$ cat config.mk
export PLATFORM = sky130hd
export DESIGN_NAME = branch_redirect_ctrl
export DESIGN_NICKNAME = d
export VERILOG_FILES = /design/src/rtl/branch_redirect_ctrl_pkg.sv /design/src/rtl/branch_stat_counter.sv /design/src/rtl/branch_redirect_ctrl.sv
export SDC_FILE = /design/constraint.sdc
export NUM_CORES = 1
export LEC_CHECK = 0
export CORE_UTILIZATION = 25
export DETAILED_ROUTE_END_ITERATION = 10
export PLACE_DENSITY = 0.66
export REMOVE_ABC_BUFFERS = 1
export SLEW_MARGIN = 20
export SYNTH_ARGS = -nofsm -noshare
export SYNTH_HDL_FRONTEND = slang
export SYNTH_SLANG_ARGS = --single-unit
$ cat constraint.sdc
create_clock -name clk -period 2.2 [get_ports clk]
set_input_delay 0.55 -clock clk [delete_from_list [all_inputs] [get_ports clk]]
set_output_delay 0.55 -clock clk [all_outputs]
set_load 0.02 [all_outputs]
$ cat src/rtl/branch_redirect_ctrl_pkg.sv
// Shared definitions for the branch redirect controller: FSM state encodings,
// default PC width, the width of the squash counter and the "take" helper.
package branch_redirect_ctrl_pkg;

    typedef enum logic [1:0] {
        ST_IDLE     = 2'b00,
        ST_REDIRECT = 2'b01,
        ST_SQUASH   = 2'b10
    } br_state_e;

    localparam int DEF_ADDR_W = 32;
    localparam int FLUSH_W    = 4;

    // A resolved branch requests a redirect only when it is valid, is a branch and was taken.
    function automatic logic is_take(input logic valid, input logic is_branch, input logic sel);
        return valid & is_branch & sel;
    endfunction

endpackage

$ cat src/rtl/branch_stat_counter.sv
// Free-running statistics counter with enable; wraps at 2^CNT_W.
module branch_stat_counter #(
    parameter int CNT_W = 32
) (
    input  logic             clk,
    input  logic             reset,
    input  logic             en,
    output logic [CNT_W-1:0] count
);

    // Count enabled cycles; natural modulo-2^CNT_W wrap.
    always_ff @(posedge clk or posedge reset) begin
        if (reset) begin
            count <= {CNT_W{1'b0}};
        end else if (en) begin
            count <= count + CNT_W'(1);
        end else begin
            count <= count;
        end
    end

endmodule

$ cat src/rtl/branch_redirect_ctrl.sv
// Branch redirect controller: samples the EX branch decision, drives the
// fetch-side redirect handshake and squashes IF/ID and ID/EX until fetch has
// taken the new PC plus FLUSH_CYCLES drain cycles.
// Optional statistics counters are built when BRANCH_STATS_EN is defined;
// otherwise the stat_* ports are tied to zero.
module branch_redirect_ctrl
    import branch_redirect_ctrl_pkg::*;
#(
    parameter int ADDR_W       = DEF_ADDR_W,
    parameter int FLUSH_CYCLES = 1,
    parameter int CNT_W        = 32
) (
    input  logic              clk,
    input  logic              reset,
    input  logic              ex_valid,
    input  logic              ex_is_branch,
    input  logic              br_sel,
    input  logic [ADDR_W-1:0] br_target,
    input  logic              redirect_ready,
    output logic              redirect_valid,
    output logic [ADDR_W-1:0] redirect_pc,
    output logic              flush_ifid,
    output logic              flush_idex,
    output logic [CNT_W-1:0]  stat_branches,
    output logic [CNT_W-1:0]  stat_taken,
    output logic [CNT_W-1:0]  stat_wait
);

    localparam logic [FLUSH_W-1:0] FLUSH_LD = FLUSH_W'(FLUSH_CYCLES);

    br_state_e          state_r, state_s;
    logic [FLUSH_W-1:0] cnt_r, cnt_s;
    logic [ADDR_W-1:0]  pc_r, pc_s;
    logic               valid_r, valid_s;
    logic               flush_ifid_r, flush_idex_r, flush_s;
    logic               take_s;

    assign take_s = is_take(ex_valid, ex_is_branch, br_sel);

    // Next-state logic; outputs are derived from the next state so they can be registered.
    always_comb begin
        state_s = state_r;
        cnt_s   = cnt_r;
        pc_s    = pc_r;
        case (state_r)
            ST_IDLE: begin
                if (take_s) begin
                    state_s = ST_REDIRECT;
                    pc_s    = br_target;
                end else begin
                    state_s = ST_IDLE;
                end
            end
            ST_REDIRECT: begin
                if (redirect_ready) begin
                    if (FLUSH_LD == 4'd0) begin
                        state_s = ST_IDLE;
                    end else begin
                        state_s = ST_SQUASH;
                        cnt_s   = FLUSH_LD;
                    end
                end else begin
                    state_s = ST_REDIRECT;
                end
            end
            ST_SQUASH: begin
                cnt_s = cnt_r - 4'd1;
                if (cnt_r <= 4'd1) begin
                    state_s = ST_IDLE;
                    cnt_s   = 4'd0;
                end else begin
                    state_s = ST_SQUASH;
                end
            end
            default: begin
                state_s = ST_IDLE;
                cnt_s   = 4'd0;
            end
        endcase
        valid_s = (state_s == ST_REDIRECT);
        flush_s = (state_s != ST_IDLE);
    end

    // State, squash counter, captured target and registered outputs.
    always_ff @(posedge clk or posedge reset) begin
        if (reset) begin
            state_r      <= ST_IDLE;
            cnt_r        <= 4'd0;
            pc_r         <= {ADDR_W{1'b0}};
            valid_r      <= 1'b0;
            flush_ifid_r <= 1'b0;
            flush_idex_r <= 1'b0;
        end else begin
            state_r      <= state_s;
            cnt_r        <= cnt_s;
            pc_r         <= pc_s;
            valid_r      <= valid_s;
            flush_ifid_r <= flush_s;
            flush_idex_r <= flush_s;
        end
    end

    assign redirect_valid = valid_r;
    assign redirect_pc    = pc_r;
    assign flush_ifid     = flush_ifid_r;
    assign flush_idex     = flush_idex_r;

`ifdef BRANCH_STATS_EN
    logic br_en_s, tk_en_s, wt_en_s;

    assign br_en_s = (state_r == ST_IDLE) & ex_valid & ex_is_branch;
    assign tk_en_s = (state_r == ST_IDLE) & take_s;
    assign wt_en_s = (state_r == ST_REDIRECT) & ~redirect_ready;

    branch_stat_counter #(.CNT_W(CNT_W)) u_stat_branches (
        .clk(clk), .reset(reset), .en(br_en_s), .count(stat_branches)
    );
    branch_stat_counter #(.CNT_W(CNT_W)) u_stat_taken (
        .clk(clk), .reset(reset), .en(tk_en_s), .count(stat_taken)
    );
    branch_stat_counter #(.CNT_W(CNT_W)) u_stat_wait (
        .clk(clk), .reset(reset), .en(wt_en_s), .count(stat_wait)
    );
`else
    assign stat_branches = {CNT_W{1'b0}};
    assign stat_taken    = {CNT_W{1'b0}};
    assign stat_wait     = {CNT_W{1'b0}};
`endif

endmodule

==> run_results.csv <==
group,metric,value,unit
timing,finClkSkew,0.004988,ns
floorplanning,core_area,9729,sq um
drt,routedWlPerCell,9.791,um
logic_synthesis,synth_top_family_by_area,"buffers and inverters",
floorplanning,initial_core_util,0.2577,
worst_setup_path,worstSetupEndpointType,"output pin",
clocking,cts_tree,"built",
worst_setup_path,reg2reg_slack,0.65,ns
worst_setup_path,crit_start,"redirect_pc[15]",
worst_setup_path,cp_num_buf_inv,1,
clocking,cts_buffers,5,
global_route,grt_pass1_wl,6051,um
floorplanning,rows,36,
floorplanning,io_pins,169,
clocking,postCtsResizedCells,0,
clocking,cts.sink_count,40,
timing,tns,0,ns
drt,drt-initial-drc-count,25,
logic_synthesis,synth_fa_ha_area_frac,0.02994,
min_path,holdPathEnd,"redirect_pc[19]",
logic_synthesis,synthSimpleGateAreaFrac,0.03892,
clocking,clockRootBuffer,"clkbuf_8",
clocking,ctsHoldBuffers,0,
worst_setup_path,cp_max_fo,2,
pwr,p_leak,1.544,nW
global_route,antenna_found_initial,0,
logic_synthesis,synth_ff_type,"dfrtp_1",
worst_setup_path,critPathMaxStageDelay,0.63,ns
logic_synthesis,ys_ff_latch,40,
timing,hold_viol_final,0,
timing,period_share,0.8243,
cells_and_area,fin_nets,332,
worst_setup_path,r2r_end,"redirect_pc[19]",
logic_synthesis,synth_compound_area_frac,0.03194,
worst_setup_path,slowest_stage,"clkdlybuf4s50_1",
timing,setup_violations,0,
clocking,insertion_delay,0.28,ns
placement,dp.final_hpwl,3113,um
timing,max_freq,551.4,MHz
drt,drc,0,
logic_synthesis,synth_edf_count,0,
clocking,postCtsSetupBuffers,0,
cells_and_area,drive_above_1_share,0.1563,
pwr,p_total,2.523,mW
worst_setup_path,critical_path.startpoint_type,"register",
placement,io_buffers,72,
cells_and_area,num_antenna_cells,0,
drt,dr.pass1.iters,4,
global_route,grt_overflow_total,0,
drt,vias,1429,
pwr,powerDensity,811.1,nW/um^2
worst_setup_path,r2r-start,"state_r[0]",
clocking,cts_buffer_depth,2,
outcome,outcome,"finished, final reports clean",
floorplanning,die_x,102.1,um
cells_and_area,area_growth,24.05,%
logic_synthesis,syn-instance-count,212,
drt,avgViaCountPerCell,3.394,
timing,rsz0062_at_grt,"no",
worst_setup_path,cp_cell_sequence,"clkdlybuf4s50_1",
min_path,hp-class,"register to register",
global_route,grt_pass1_vias,1237,
logic_synthesis,synth.distinct_cells,28,
logic_synthesis,synth.cell_area,2507,sq um
worst_setup_path,path_class,"register to output pin",
floorplanning,die_y,102.1,um
worst_setup_path,worstPathRequired,1.65,ns
pwr,ir_worst_vdd,0.2898,mV
timing,fin_crit,1.813,ns
worst_setup_path,r2r_cells,5,
logic_synthesis,async_reset_ff_frac,1.000,
timing,slew_viol_final,0,
logic_synthesis,synth_warnings,0,
drt,drt_wl_total,4122,um
worst_setup_path,worstPathArrival,1.26,ns
worst_setup_path,crit_cells,1,
global_route,grtUsageTotal,0.07760,
worst_setup_path,cp_top_family,"buffers and inverters",
clocking,htreeDepth,2,
logic_synthesis,muxShareOfSynthArea,0.1841,
drt,postRouteAntennaNets,0,
placement,place_congestion,0.7201,
floorplanning,fp.dieArea,10430,sq um
clocking,clk_pin_slew,0.07,ns
logic_synthesis,synthXorXnorAreaFrac,0,
min_path,hold_depth,1,
job,drv_cap,0,
min_path,worstHoldStart,"redirect_pc[19]",
logic_synthesis,avgSynthCellArea,11.83,sq um
global_route,grt_max_degree,36,
logic_synthesis,synth-seq-area-share,0.3992,
## logic make-up (layout without fill, tap and decap cells)
kind of cell / after synthesis / after routing
mux: 32 / 32
buf+inv: 107 / 88
compound gates: 13 / 13
flops: 40 / 40
fa+ha+maj: 6 / 6
simple gates: 13 / 13
other cells: 1 / 96
## Yosys cell counts (all sizes together) (2+ instances only)
cell / count / area, sq um
mux2: 32 / 461.7
a21oi: 4 / 20.02
nand2: 2 / 7.510
inv: 7 / 26.28
buf: 100 / 762.0
o21ai: 3 / 15.01
nand2b: 2 / 12.51
ha: 6 / 75.07
nor3: 2 / 15.01
dfrtp: 40 / 1001
## worst max-delay path by stage
stage,end,slack [ns]
global placement,redirect_pc[19],0.32
floorplan,redirect_pc[0],0.42
CTS,redirect_pc[15],0.35
global route,redirect_pc[15],0.31
detailed placement,redirect_pc[31],0.30
finish,redirect_pc[15],0.39
## cell usage in the layout, fill, tap and decap left out, drive strengths merged, types with 2 or more instances in the layout
cell type	n
conb	96
dfrtp	40
nor3	2
inv	7
clkbuf	5
nand2	2
ha	6
buf	2
clkdlybuf4s50	72
o21ai	3
mux2	32
nand2b	2
a21oi	4
## layer usage
metal,vias to the layer above,share of wire,GRT usage
met5,-,0,0
li1,650,-,-
met2,105,0.47,0.1280
met1,672,0.42,0.09560
met3,2,0.092,0.01642
met4,0,0.014,0.03956
## per-stage QoR
step	area (sq um)	cells	hold WS, ns	setup slack [ns]	util
2_1_floorplan	2102	207	0.4924	0.4202	-
3_3_place_gp	3029	414	0.4909	0.3220	0.3113
3_5_place_dp	3029	414	0.4929	0.3012	0.3113
4_1_cts	3110	421	0.5117	0.3538	0.3197
5_1_grt	3110	421	0.5247	0.3135	0.3197
6_report	3110	421	0.5084	0.3865	0.3197
## sequential cells by signal, summed over array words and instances, names as in the netlist
register        flops
redirect_valid      1
redirect_pc        32
flush_idex          1
state_r             2
cnt_r               4
## power by group
part           leakage (nW)  switching [mW]  internal, mW
Sequential            0.489          0.0914         0.899
Combinational          1.02           0.526         0.545
Clock                0.0400           0.247         0.215
## cell type report
type	instances	area [sq um]
Clock buffer	5	68.82
Clock inverter	2	12.51
Fill cell	999	6619
Inverter	7	26.28
Multi-Input combinational cell	160	1075
Sequential cell	40	1001
Tap cell	133	166.4
Timing Repair Buffer	74	760.7
Note: power is estimated with default switching activity, not from simulation.
